==> config.mk <==
export PLATFORM = sky130hd
export DESIGN_NAME = io_bit_scheduler_flat
export DESIGN_NICKNAME = d
export VERILOG_FILES = /design/src/rtl/io_seq_pkg.sv /design/src/rtl/io_bit_scheduler_if.sv /design/src/rtl/io_bit_scheduler_tick_prescaler.sv /design/src/rtl/io_bit_scheduler.sv /design/src/flat_wrapper.sv
export SDC_FILE = /design/constraint.sdc
export NUM_CORES = 1
export LEC_CHECK = 0
export CORE_ASPECT_RATIO = 1.1
export CORE_MARGIN = 2
export CORE_UTILIZATION = 43
export CTS_CLUSTER_DIAMETER = 100
export DETAILED_ROUTE_END_ITERATION = 12
export HOLD_SLACK_MARGIN = 0.05
export SYNTH_ARGS = -nofsm -noshare
export SYNTH_HDL_FRONTEND = slang
export SYNTH_SLANG_ARGS = --single-unit
==> constraint.sdc <==
create_clock -name CLK -period 2.1 [get_ports CLK]
set_input_delay 0.42 -clock CLK [delete_from_list [all_inputs] [get_ports CLK]]
set_output_delay 0.42 -clock CLK [all_outputs]
set_load 0.01 [all_outputs]
==> src/rtl/io_seq_pkg.sv <==
// rtl/io_seq_pkg.sv - shared types and constants for the board output bit scheduler
// Contents: output width, bit-address width, auto-pattern mode encodings, engine state enum.
package io_seq_pkg;

    localparam int N_OUT  = 16;
    localparam int ADDR_W = 4;

    typedef enum logic [1:0] {
        MODE_WALK   = 2'b00,
        MODE_FILL   = 2'b01,
        MODE_TOGGLE = 2'b10,
        MODE_RSVD   = 2'b11
    } mode_e;

    typedef enum logic [1:0] {
        ST_IDLE      = 2'b00,
        ST_WAIT_TICK = 2'b01,
        ST_WR_A      = 2'b10,
        ST_WR_B      = 2'b11
    } state_e;

endpackage

==> src/rtl/io_bit_scheduler_if.sv <==
// rtl/io_bit_scheduler_if.sv - manual bit-write request channel
// Signals: man_valid/man_addr/man_data from the requester, man_ready back from the scheduler.
// master: the manual requester; slave: io_bit_scheduler.
interface io_bit_scheduler_if;
    import io_seq_pkg::*;

    logic              man_valid;
    logic [ADDR_W-1:0] man_addr;
    logic              man_data;
    logic              man_ready;

    modport master (output man_valid, output man_addr, output man_data, input man_ready);
    modport slave  (input man_valid, input man_addr, input man_data, output man_ready);

endinterface

==> src/rtl/io_bit_scheduler_tick_prescaler.sv <==
// rtl/io_bit_scheduler_tick_prescaler.sv - free-running tick divider for the auto engine
// Ports: CLK, RST (sync active-high), en (count while high, clear while low),
//        tick (one-cycle pulse every TICK_DIV enabled cycles).
module tick_prescaler #(
    parameter int TICK_DIV = 12_500_000
) (
    input  logic CLK,
    input  logic RST,
    input  logic en,
    output logic tick
);

    localparam int CNT_W = (TICK_DIV > 2) ? $clog2(TICK_DIV) : 1;
    localparam logic [CNT_W-1:0] LAST = CNT_W'(TICK_DIV - 1);

    logic [CNT_W-1:0] cnt;

    always_ff @(posedge CLK) begin
        if (RST || !en) begin
            cnt <= '0;
        end else if (cnt == LAST) begin
            cnt <= '0;
        end else begin
            cnt <= cnt + CNT_W'(1);
        end
    end

    // Gated by en so a stale terminal count is never seen while disabled.
    assign tick = en && (cnt == LAST);

endmodule

==> src/rtl/io_bit_scheduler.sv <==
// rtl/io_bit_scheduler.sv - 16-bit board output register shared by manual and auto-pattern writers
// Ports: CLK, RST (sync active-high); man (slave side of the manual write channel);
//        auto_en, auto_mode (00 walk, 01 fill, 10 toggle, 11 no writes);
//        io_out ([7:0] low_io, [15:8] high_io[26..33]); busy (engine not idle); tick (prescaler pulse).
module io_bit_scheduler
    import io_seq_pkg::*;
#(
    parameter int TICK_DIV = 12_500_000,
    parameter int N_OUT    = 16
) (
    input  logic               CLK,
    input  logic               RST,
    io_bit_scheduler_if.slave  man,
    input  logic               auto_en,
    input  logic [1:0]         auto_mode,
    output logic [N_OUT-1:0]   io_out,
    output logic               busy,
    output logic               tick
);

    state_e            state_q, state_d;
    mode_e             mode_q, mode_d;
    logic [ADDR_W-1:0] pos_q, pos_d, tgt;
    logic              fill_q, fill_d;
    logic              pend_q, pend_d;
    logic              prio_man_q;
    logic [N_OUT-1:0]  io_q;

    logic              auto_req, grant_man, grant_auto;
    logic [ADDR_W-1:0] auto_addr;
    logic              auto_data;

    tick_prescaler #(.TICK_DIV(TICK_DIV)) u_prescaler (
        .CLK  (CLK),
        .RST  (RST),
        .en   (busy),
        .tick (tick)
    );

    assign busy   = (state_q != ST_IDLE);
    assign io_out = io_q;
    assign tgt    = pos_q + ADDR_W'(1);

    // Only the write states request the port; reserved mode never reaches them.
    assign auto_req = ((state_q == ST_WR_A) && (mode_q != MODE_RSVD)) || (state_q == ST_WR_B);

    // prio_man_q names the side that lost the last contest and so wins the next one.
    assign grant_man     = man.man_valid && (!auto_req || prio_man_q);
    assign grant_auto    = auto_req && (!man.man_valid || !prio_man_q);
    assign man.man_ready = grant_man;

    always_comb begin
        state_d   = state_q;
        mode_d    = mode_q;
        pos_d     = pos_q;
        fill_d    = fill_q;
        pend_d    = pend_q;
        auto_addr = pos_q;
        auto_data = 1'b0;

        case (state_q)
            ST_IDLE: begin
                pend_d = 1'b0;
                if (auto_en) state_d = ST_WAIT_TICK;
            end
            ST_WAIT_TICK: begin
                if (!auto_en) begin
                    state_d = ST_IDLE;
                    pend_d  = 1'b0;
                end else if (tick || pend_q) begin
                    pend_d = 1'b0;
                    mode_d = mode_e'(auto_mode);
                    if (mode_e'(auto_mode) != MODE_RSVD) state_d = ST_WR_A;
                end
            end
            ST_WR_A: begin
                if (tick) pend_d = 1'b1;
                case (mode_q)
                    MODE_WALK: begin
                        auto_addr = pos_q;
                        auto_data = 1'b0;
                    end
                    MODE_FILL: begin
                        auto_addr = tgt;
                        auto_data = fill_q;
                    end
                    MODE_TOGGLE: begin
                        auto_addr = tgt;
                        auto_data = ~io_q[tgt];
                    end
                    default: state_d = ST_WAIT_TICK;
                endcase
                if (grant_auto) begin
                    if (mode_q == MODE_WALK) begin
                        state_d = ST_WR_B;
                    end else begin
                        pos_d   = tgt;
                        state_d = auto_en ? ST_WAIT_TICK : ST_IDLE;
                        if ((mode_q == MODE_FILL) && (tgt == ADDR_W'(N_OUT - 1))) fill_d = ~fill_q;
                    end
                end
            end
            ST_WR_B: begin
                if (tick) pend_d = 1'b1;
                auto_addr = tgt;
                auto_data = 1'b1;
                // Completing the pair even when auto_en has dropped keeps exactly one hot bit.
                if (grant_auto) begin
                    pos_d   = tgt;
                    state_d = auto_en ? ST_WAIT_TICK : ST_IDLE;
                end
            end
            default: state_d = ST_IDLE;
        endcase
    end

    always_ff @(posedge CLK) begin
        if (RST) begin
            state_q    <= ST_IDLE;
            mode_q     <= MODE_WALK;
            pos_q      <= '1;
            fill_q     <= 1'b1;
            pend_q     <= 1'b0;
            prio_man_q <= 1'b1;
            io_q       <= '0;
        end else begin
            state_q <= state_d;
            mode_q  <= mode_d;
            pos_q   <= pos_d;
            fill_q  <= fill_d;
            pend_q  <= pend_d;
            if (man.man_valid && auto_req) prio_man_q <= grant_auto;
            if (grant_man) begin
                io_q[man.man_addr] <= man.man_data;
            end else if (grant_auto) begin
                io_q[auto_addr] <= auto_data;
            end
        end
    end

endmodule

==> src/flat_wrapper.sv <==
// flat-port wrapper written by rule: the top's interface ports become plain ports
module io_bit_scheduler_flat import io_seq_pkg::*;
#(
    parameter int TICK_DIV = 12_500_000,
    parameter int N_OUT    = 16
)
  (CLK, RST, auto_en, auto_mode, io_out, busy, tick, man_man_valid, man_man_addr, man_man_data, man_man_ready);
  io_bit_scheduler_if man_i ();
  input  logic CLK;
  input  logic RST;
  input  logic auto_en;
  input  logic [1:0] auto_mode;
  output logic [N_OUT-1:0] io_out;
  output logic busy;
  output logic tick;
  input wire logic [$bits(man_i.man_valid)-1:0] man_man_valid;
  input wire logic [$bits(man_i.man_addr)-1:0] man_man_addr;
  input wire logic [$bits(man_i.man_data)-1:0] man_man_data;
  output wire logic [$bits(man_i.man_ready)-1:0] man_man_ready;
  assign man_i.man_valid = man_man_valid;
  assign man_i.man_addr = man_man_addr;
  assign man_i.man_data = man_man_data;
  assign man_man_ready = man_i.man_ready;
  io_bit_scheduler #(.TICK_DIV(TICK_DIV), .N_OUT(N_OUT)) u_core (.CLK(CLK), .RST(RST), .man(man_i), .auto_en(auto_en), .auto_mode(auto_mode), .io_out(io_out), .busy(busy), .tick(tick));
endmodule
# Word-level counts from Yosys, hierarchy flattened

Cells that the tools add are included.

Bits in registers: 51
Word-level logic and storage cells: 98

Bitwise gates (word level): 3
Magnitude comparators: 5
Reductions and logical operators: 31
Add/sub/neg operators: 2
Equal/unequal tests: 17
Multiplexer cells: 32

Operators with widths:

| cell                                                               | number |
|---|---|
| bitwise mux 16 bit                                                 | 2 |
| two-way mux 16 bit                                                 | 2 |
| adder 24 x 1 -> 24 bit (second input constant)                     | 1 |
| == test 24 bit (second input constant)                             | 1 |
| two-way mux 2 bit                                                  | 8 |
| two-way mux 4 bit                                                  | 4 |
| case mux 4 bit (2 select lines)                                    | 2 |
| < comparator 4 x 5 -> 1 bit (second input constant)                | 3 |
| inequality test 3 x 2 -> 1 bit (second input constant)             | 3 |
| demux 1 bit (select 4 bit)                                         | 2 |
| greater-or-equal comparator 4 x 1 -> 1 bit (second input constant) | 2 |
| logical AND 1 bit                                                  | 8 |
| inequality test 2 bit (second input constant)                      | 4 |
| case mux 2 bit (4 select lines)                                    | 1 |
| AND reduction 4 bit                                                | 2 |
| two-way mux 1 bit                                                  | 7 |
| == test 2 bit (second input constant)                              | 3 |
| inequality test 2 x 1 -> 1 bit (second input constant)             | 3 |
| nonzero test 2 bit                                                 | 3 |
| OR reduction 2 bit                                                 | 3 |
| logical OR 1 bit                                                   | 5 |
| AND reduction 5 bit                                                | 1 |
| adder 4 x 1 -> 4 bit (second input constant)                       | 1 |
| binary-select mux 1 bit (select 4 bit)                             | 1 |
| 10 further kinds                                                   | 18 |

# Logic depth before layout (Yosys ltp)

Gate-level depths: netlist of run 1.

Depth in word-level cells: 11
Gate-level depth with buffers: 9

# Hierarchy

Synthesis of run 1 repeated with hierarchy kept, for this count alone.

Cell total of the unflattened synthesis: 407
Area total of the unflattened synthesis: 3321.9 sq um

By module, submodules not included:

| module           | instances | cells each | seq. area each (sq um) | area an instance (sq um) |
|---|---|---|---|---|
| io_bit_scheduler | 1         | 277        | 540.5                  | 2182.1 |
| tick_prescaler   | 1         | 130        | 480.5                  | 1139.8 |

# Worst setup path before layout of run 1

OpenSTA, ideal clock, no wires.

Path kind: register -> register
From: register u_core.pos_q[0]
To: register u_core.io_q[4] (netlist: u_core.io_out[4])
Setup slack: -0.167 ns
Path buffers: 1
Library setup time: 0.133 ns
Data arrival time: 2.134 ns
Stages on the path, launching flop included: 9
Data required time: 1.967 ns
Cell sequence: dfxtp_1 > inv_2 > ha_1 > buf_2 > nand2_1 > o21ai_0 > nand3b_1 > a221oi_1 > a2111oi_2

Cells in the longest elaborated chain, start to end: 10
Elaborated cells between the ends (all ways): 16
Classes of those cells: add/sub (1); order compare (2); mux (11); bitwise (1); reduce/logical (1)

Ends and longest elaborated chain:

| item                                                                                                            | RTL line                | text |
|---|---|---|
| from (decl)                                                                                                     | io_bit_scheduler.sv:23  | `logic [ADDR_W-1:0] pos_q, pos_d, tgt;` |
| from (signal assigned)                                                                                          | io_bit_scheduler.sv:129 | `pos_q <= pos_d;` |
| adder 4 x 1 -> 4 bit                                                                                            | io_bit_scheduler.sv:42  | `assign tgt = pos_q + ADDR_W'(1);` |
| two-way mux 4 bit                                                                                               | io_bit_scheduler.sv:78  | `case (mode_q)` |
| case mux 4 bit (2 select lines)                                                                                 | io_bit_scheduler.sv:61  | `case (state_q)` |
| < comparator 4 x 5 -> 1 bit (not written as such) or greater-or-equal comparator 4 x 1 -> 1 bit (tied branches) | io_bit_scheduler.sv:136 | `io_q[auto_addr] <= auto_data;` |
| logical AND 1 bit (not written as such)                                                                         | io_bit_scheduler.sv:136 |  |
| two-way mux 1 bit (not written as such)                                                                         | io_bit_scheduler.sv:136 |  |
| demux 1 bit (select 4 bit)                                                                                      | -                       |  |
| bitwise mux 16 bit *                                                                                            | io_bit_scheduler.sv:136 |  |
| two-way mux 16 bit *                                                                                            | io_bit_scheduler.sv:135 | `end else if (grant_auto) begin` |
| two-way mux 16 bit *                                                                                            | io_bit_scheduler.sv:133 | `if (grant_man) begin` |
| to (signal, indexed assignment)                                                                                 | io_bit_scheduler.sv:134 | `io_q[man.man_addr] <= man.man_data;` |
| to (signal, indexed assignment)                                                                                 | io_bit_scheduler.sv:136 |  |
| to (decl)                                                                                                       | io_bit_scheduler.sv:27  | `logic [N_OUT-1:0] io_q;` |

Every way passes the cells marked *; elsewhere a longest branch is shown, timed or not. The select of a mux whose other input is x is not followed.
A chain may end at the register's enable or synchronous reset.

# Worst setup path after layout of run 1

From: register u_core.pos_q[0]
To: register u_core.io_q[14] (netlist: u_core.io_out[14])

The elaborated chain is that of the path after synthesis.

==> results.json, run 1 <==
{
  "grt_usage_pct": 23.9,
  "cts.path.max_buffers": 2,
  "period_minus_slack_ns": 2.20,
  "critical_path.endpoint_type": "flip-flop",
  "layout.nets": 527,
  "cts_max_level": 2,
  "yosys.area.top_type": "dfxtp_1",
  "max_cap_viol_count": 0,
  "wirelength_um": 9710,
  "first_iter_violations": 148,
  "cts_sinks": 51,
  "synthTopCellsByCount": "nor2_1, dfxtp_1, nand3_1",
  "max_slew.worst_pin.slew_ns": 0.495,
  "syn_to_final_growth_pct": 45.4,
  "ios": 30,
  "critPathArrivalTime_ns": 2.43,
  "rows": 33,
  "io_buffers": 29,
  "insertion_delay_ns": 0.31,
  "vias_per_cell": 5.51,
  "regArea_um2": 1030,
  "synth_nets": 421,
  "violations": "setup timing",
  "die_area_um2": 8420,
  "setup_viol": 11,
  "vias": 3386,
  "ys_async_sr_fraction_pct": 0,
  "ir_drop_v": 0.000273,
  "setup_ws_ns": -0.100,
  "crit_fanout": 7,
  "overflow": 0,
  "crit_slowest_cell": "dfxtp_4",
  "gp_congestion": 0.915,
  "postCtsHoldBufs": 0,
  "yosysSeqAreaShare_pct": 30.8,
  "cts_tree": "yes",
  "cts_buffers": 5,
  "critical_path_class": "flip-flop to flip-flop",
  "required_ns": 2.33,
  "path_cells": "inv_4 > ha_4 > buf_6 > buf_6 > mux2i_2 > a31oi_1 > nand4b_1 > buf_4 > nand4_4 > a221oi_2",
  "fin_cells": 614,
  "max_stage_delay_ns": 0.39,
  "yosysUniqueCellTypes": 63,
  "syn_area_um2": 3310,
  "initial_core_util_pct": 44.3,
  "power_density_nw_per_um2": 362,
  "place_inst": 594,
  "drc_errors": 0,
  "grt_pass1_vias": 3284,
  "root_buffer": "clkbuf_8",
  "synth.area.top_cells": "dfxtp_1, nor2_1, mux2i_1, xnor2_1, nand3_1",
  "hold_slack_ns": 0.527,
  "rsz0062_at_grt": "true",
  "worst_hold_path_type": "flip-flop to flip-flop",
  "core-area_um2": 7470,
  "ys.flop_type": "dfxtp_1",
  "ys_ff_latch": 51,
  "relSlewSlack_pct": 66.6,
  "num_antenna_cells": 0,
  "utilization_pct": 64.5,
  "synth-edff-count": 0,
  "grt_pass1_wl_um": 15700,
  "cp_common_cell": "buf_6",
  "synthCells": 402,
  "setup_tns_ns": -0.590,
  "hold_viol": 0,
  "num-fill-cells": 620,
  "fp.dieW_um": 87.7,
  "fin_crit_sh_pct": 105,
  "grt_max_degree": 25,
  "p_leak_nw": 1.77,
  "wire_per_inst_um": 15.8,
  "dr.pass1.iters": 4,
  "post-dp-hpwl_um": 7020,
  "crit_path_start_kind": "flip-flop",
  "multiInputGateArea_um2": 2530,
  "clk_pin_slew_worst_paths_ns": 0.10,
  "layout-drive-gt1-share_pct": 32.4,
  "synth_most_common_cell": "nor2_1",
  "die_h_um": 96.1,
  "outcome": "finished with violations",
  "finClkSkew_ns": 0.00671,
  "maxSlewViolCount": 0,
  "ant_nets": 0,
  "avgSynthCellArea_um2": 8.24,
  "synth_top_area_share_pct": 30.8,
  "yosysWarnings": 0,
  "antenna_found_initial": 0,
  "fmax_ghz": 0.455
}
## layout by cell type, fill, tap and decap left out, types with 5 or more instances in the layout
master           synthesis  final
buf_6                    2      5
clkdlybuf4s50_1          0     27
nor2_1                  59     58
dfxtp_2                  0      5
ha_1                     8      5
a21oi_1                 11     10
o21ai_1                  5      6
o21ai_0                 15     12
nand3_1                 24     24
xor2_1                  13     12
nor2b_1                 10      8
buf_4                    0     81
xnor2_1                 14     14
mux2i_1                 17     13
inv_1                   15     13
nand4_1                  6      6
a211oi_1                 7      7
clkbuf_8                 0      5
a311oi_1                 6      6
and3_1                   7      6
or3_1                    7      6
a2111oi_4                1      8
nand2_1                 21     20
nor3_1                   8      7
a221oi_2                 0      5
dfxtp_1                 51     44
## worst paths after layout
path | startpoint | end | slack (ns) | cells after the start
setup reg to reg | u_core.pos_q[0] | u_core.io_out[14] | -0.10 | 10
hold reg to reg | u_core.u_prescaler.cnt[0] | u_core.u_prescaler.cnt[0] | 0.53 | 2
setup / recovery | u_core.pos_q[0] | u_core.io_out[14] | -0.10 | 10
hold / removal | u_core.u_prescaler.cnt[0] | u_core.u_prescaler.cnt[0] | 0.53 | 2
## metal layers
| layer | GRT usage, % | share of wire, % | routed length [µm] |
|---|---|---|---|
| met1 | 29.0 | 44 | 4260 |
| met2 | 42.6 | 51 | 4940 |
| met3 | 3.17 | 2.8 | 275 |
| met4 | 9.23 | 2.4 | 236 |
| met5 | 0 | 0 | 0 |
## worst max-delay path: cells and delay by family (launching register included)
kind	cells	cell delay, ns
DFF	1	0.39
buffers and inverters	4	0.45
and+or+nand+nor	2	0.32
AOI/OAI and AO/OA	2	0.39
muxes	1	0.24
adders and majority gates	1	0.33
## power breakdown
| part | internal, mW | total, mW | switching (mW) |
|---|---|---|---|
| Clock | 0.240 | 0.610 | 0.369 |
| Sequential | 0.969 | 0.975 | 0.00615 |
| Combinational | 0.0787 | 0.161 | 0.0826 |
## layout make-up
type                            instances  share of cell area, %
Clock buffer                            5                   1.43
Clock inverter                          3                  0.468
Inverter                               16                   1.30
Multi-Input combinational cell        318                   52.5
Sequential cell                        51                   21.5
Tap cell                              105                   2.73
Timing Repair Buffer                  116                   20.1
## sequential cells by signal, summed over array words and instances, names as in the netlist
signal                  cells
u_core.u_prescaler.cnt     24
u_core.state_q              2
u_core.pend_q               1
u_core.mode_q               2
u_core.io_out              16
u_core.prio_man_q           1
u_core.pos_q                4
u_core.fill_q               1
## cell families (layout without fill, tap and decap cells)
kind of cell             Yosys count  in the layout  share of synthesized area (%)
AO/OA/AOI/OAI                     92             92                           21.4
XOR/XNOR                          28             28                           7.97
flip-flops                        51             51                           30.8
AND/OR/NAND/NOR                  173            173                           27.2
multiplexers                      17             17                           5.14
buffers and inverters             33            140                           4.49
adder cells (fa/ha/maj)            8              8                           3.02
## metrics by stage
stage	setup WS (ns)	power (mW)	cell area (µm²)
2_1_floorplan	-0.00732	1.06	3350
3_3_place_gp	-0.165	1.15	4260
3_5_place_dp	-0.209	1.15	4260
4_1_cts	-0.100	1.76	4680
5_1_grt	-0.232	1.82	4820
6_report	-0.100	1.75	4820
## repair_timing
item                       4_1_cts  5_1_grt
buffers inserted                10        2
gates resized for setup         55       29
setup endpoints to repair       18       25
pin swaps                       19       14
cloned                           0        0
No activity file was read; power rests on OpenSTA's default activity.
==> run 2, diff against run 1 <==
--- a/config.mk
+++ b/config.mk
@@ -14,3 +14,4 @@
 export SYNTH_ARGS = -nofsm -noshare
 export SYNTH_HDL_FRONTEND = slang
 export SYNTH_SLANG_ARGS = --single-unit
+export TNS_END_PERCENT = 50
==> run 2 against run 1 <==
The run still ends with setup timing left. Non-clock buffer count rose by 1. Flip-flop and latch count did not move. Clock power rose by 24%. Critical endpoint is now u_core.io_out[10].
==> results.json, run 2 (same netlist as run 1, synthesis figures left out) <==
{
  "max_slew.worst_pin.slew_ns": 0.477,
  "post-dp-hpwl_um": 7230,
  "relSlewSlack_pct": 68.1,
  "worst_hold_path_type": "flip-flop to flip-flop",
  "fp.dieW_um": 87.7,
  "period_minus_slack_ns": 2.19,
  "layout-drive-gt1-share_pct": 31.0,
  "root_buffer": "clkbuf_8",
  "clk_pin_slew_worst_paths_ns": 0.10,
  "finClkSkew_ns": 0.0163,
  "ios": 30,
  "power_density_nw_per_um2": 395,
  "hold_viol": 0,
  "maxSlewViolCount": 0,
  "met1_usage_pct": 27.7,
  "crit_fanout": 6,
  "die_h_um": 96.1,
  "cts_tree": "yes",
  "grt_usage_pct": 24.5,
  "rows": 33,
  "largest-register": "u_core.u_prescaler.cnt",
  "met3_usage_pct": 4.63,
  "dr.pass1.iters": 4,
  "io_buffers": 29,
  "first_iter_violations": 318,
  "die_area_um2": 8420,
  "syn_to_final_growth_pct": 44.4,
  "ir_drop_v": 0.000293,
  "gp_congestion": 0.875,
  "regArea_um2": 1030,
  "stdcell_area_um2": 4780,
  "required_ns": 2.34,
  "vias_per_cell": 5.64,
  "crit_slowest_cell": "dfxtp_2",
  "setup_ws_ns": -0.0864,
  "post-place-ws_ns": -0.276,
  "fin_crit_sh_pct": 104,
  "num-fill-cells": 642,
  "critical_path.endpoint_type": "flip-flop",
  "critical_path_class": "flip-flop to flip-flop",
  "antenna_found_initial": 0,
  "path_cells": "buf_6 > ha_4 > buf_8 > mux2i_4 > a31oi_4 > a41oi_4 > nand4b_1 > o21ai_1",
  "hold_slack_ns": 0.532,
  "wire_per_inst_um": 16.3,
  "grt_pass1_vias": 3401,
  "critPathArrivalTime_ns": 2.43,
  "postCtsHoldBufs": 0,
  "insertion_delay_ns": 0.31,
  "cts.path.max_buffers": 2,
  "largest_register_ffs": 24,
  "multiInputGateArea_um2": 2480,
  "grt_pass1_wl_um": 16300,
  "crit_path_start_kind": "flip-flop",
  "setup_viol": 14,
  "core-area_um2": 7470,
  "outcome": "finished with violations",
  "max_stage_delay_ns": 0.34,
  "ant_nets": 0,
  "num_antenna_cells": 0,
  "cts_buffers": 5,
  "overflow": 0,
  "setup_tns_ns": -0.661,
  "initial_core_util_pct": 44.3,
  "fmax_ghz": 0.457,
  "final_cell_mix": "buf_4, nor2_1, dfxtp_1",
  "cts_max_level": 2,
  "rsz0062_at_grt": "true",
  "place_area_um2": 4240,
  "grt_max_degree": 25,
  "layout.nets": 528,
  "violations": "setup timing",
  "grt-busiest-layer": "met2",
  "vias": 3466,
  "wirelength_um": 10000,
  "grt_util_met2_pct": 43.9,
  "drc_errors": 0,
  "p_leak_nw": 1.78,
  "cts_sinks": 51,
  "max_cap_viol_count": 0,
  "mostFrequentLayoutCell": "buf_4"
}
## run 2: power breakdown
| group | switching (mW) | internal [mW] | total (mW) |
|---|---|---|---|
| Clock | 0.363 | 0.393 | 0.756 |
| Sequential | 0.00624 | 0.972 | 0.978 |
| Combinational | 0.0822 | 0.0752 | 0.157 |
| Total | 0.451 | 1.44 | 1.89 |
## run 2: path summary, 6_finish.rpt
| check | slack (ns) | to | cells after the start | startpoint |
|---|---|---|---|---|
| worst min-delay path | 0.53 | u_core.u_prescaler.cnt[0] | 2 | u_core.u_prescaler.cnt[0] |
| worst min register to register | 0.53 | u_core.u_prescaler.cnt[0] | 2 | u_core.u_prescaler.cnt[0] |
| worst max-delay path | -0.09 | u_core.io_out[10] | 8 | u_core.pos_q[1] |
| worst max register to register | -0.09 | u_core.io_out[10] | 8 | u_core.pos_q[1] |
## run 2: cell type report
| cell class | count | share of cell area, % |
|---|---|---|
| multi-input cells | 318 | 51.8 |
| flip-flops and latches | 51 | 21.4 |
| repair buffers | 117 | 20.2 |
| well taps | 105 | 2.75 |
| clock buffers | 6 | 1.73 |
| inverters | 16 | 1.26 |
| clock inverters | 2 | 0.811 |
## run 2: worst max-delay path: cells and delay by family, from the launching register on
family | cells | cell delay [ns]
buffers and inverters | 2 | 0.26
DFF | 1 | 0.34
muxes | 1 | 0.27
AOI/OAI and AO/OA | 3 | 0.65
and+or+nand+nor | 1 | 0.27
adders and majority gates | 1 | 0.32
## run 2: through the flow
stage,power [mW],utilization (%),instances
final,1.89,64.0,615
after floorplan,1.06,-,402
after detailed placement,1.15,56.7,596
after global placement,1.15,56.7,596
after global routing,1.94,64.0,615
after CTS,1.90,62.3,611
## run 2: layer usage
layer  part of all wire, %  up-vias
met3                   4.3       29
li1                      -     1686
met4                   3.4        0
met1                    41     1664
met2                    51       87
met5                     0        -
## run 2: repair_timing
| action | CTS | global route |
|---|---|---|
| gates cloned | 0 | 0 |
| setup buffers | 7 | 4 |
| endpoints found under the hold margin | 0 | 0 |
| gates resized for setup | 60 | 18 |
| endpoints found under the setup margin | 18 | 19 |
| pin swaps | 24 | 14 |
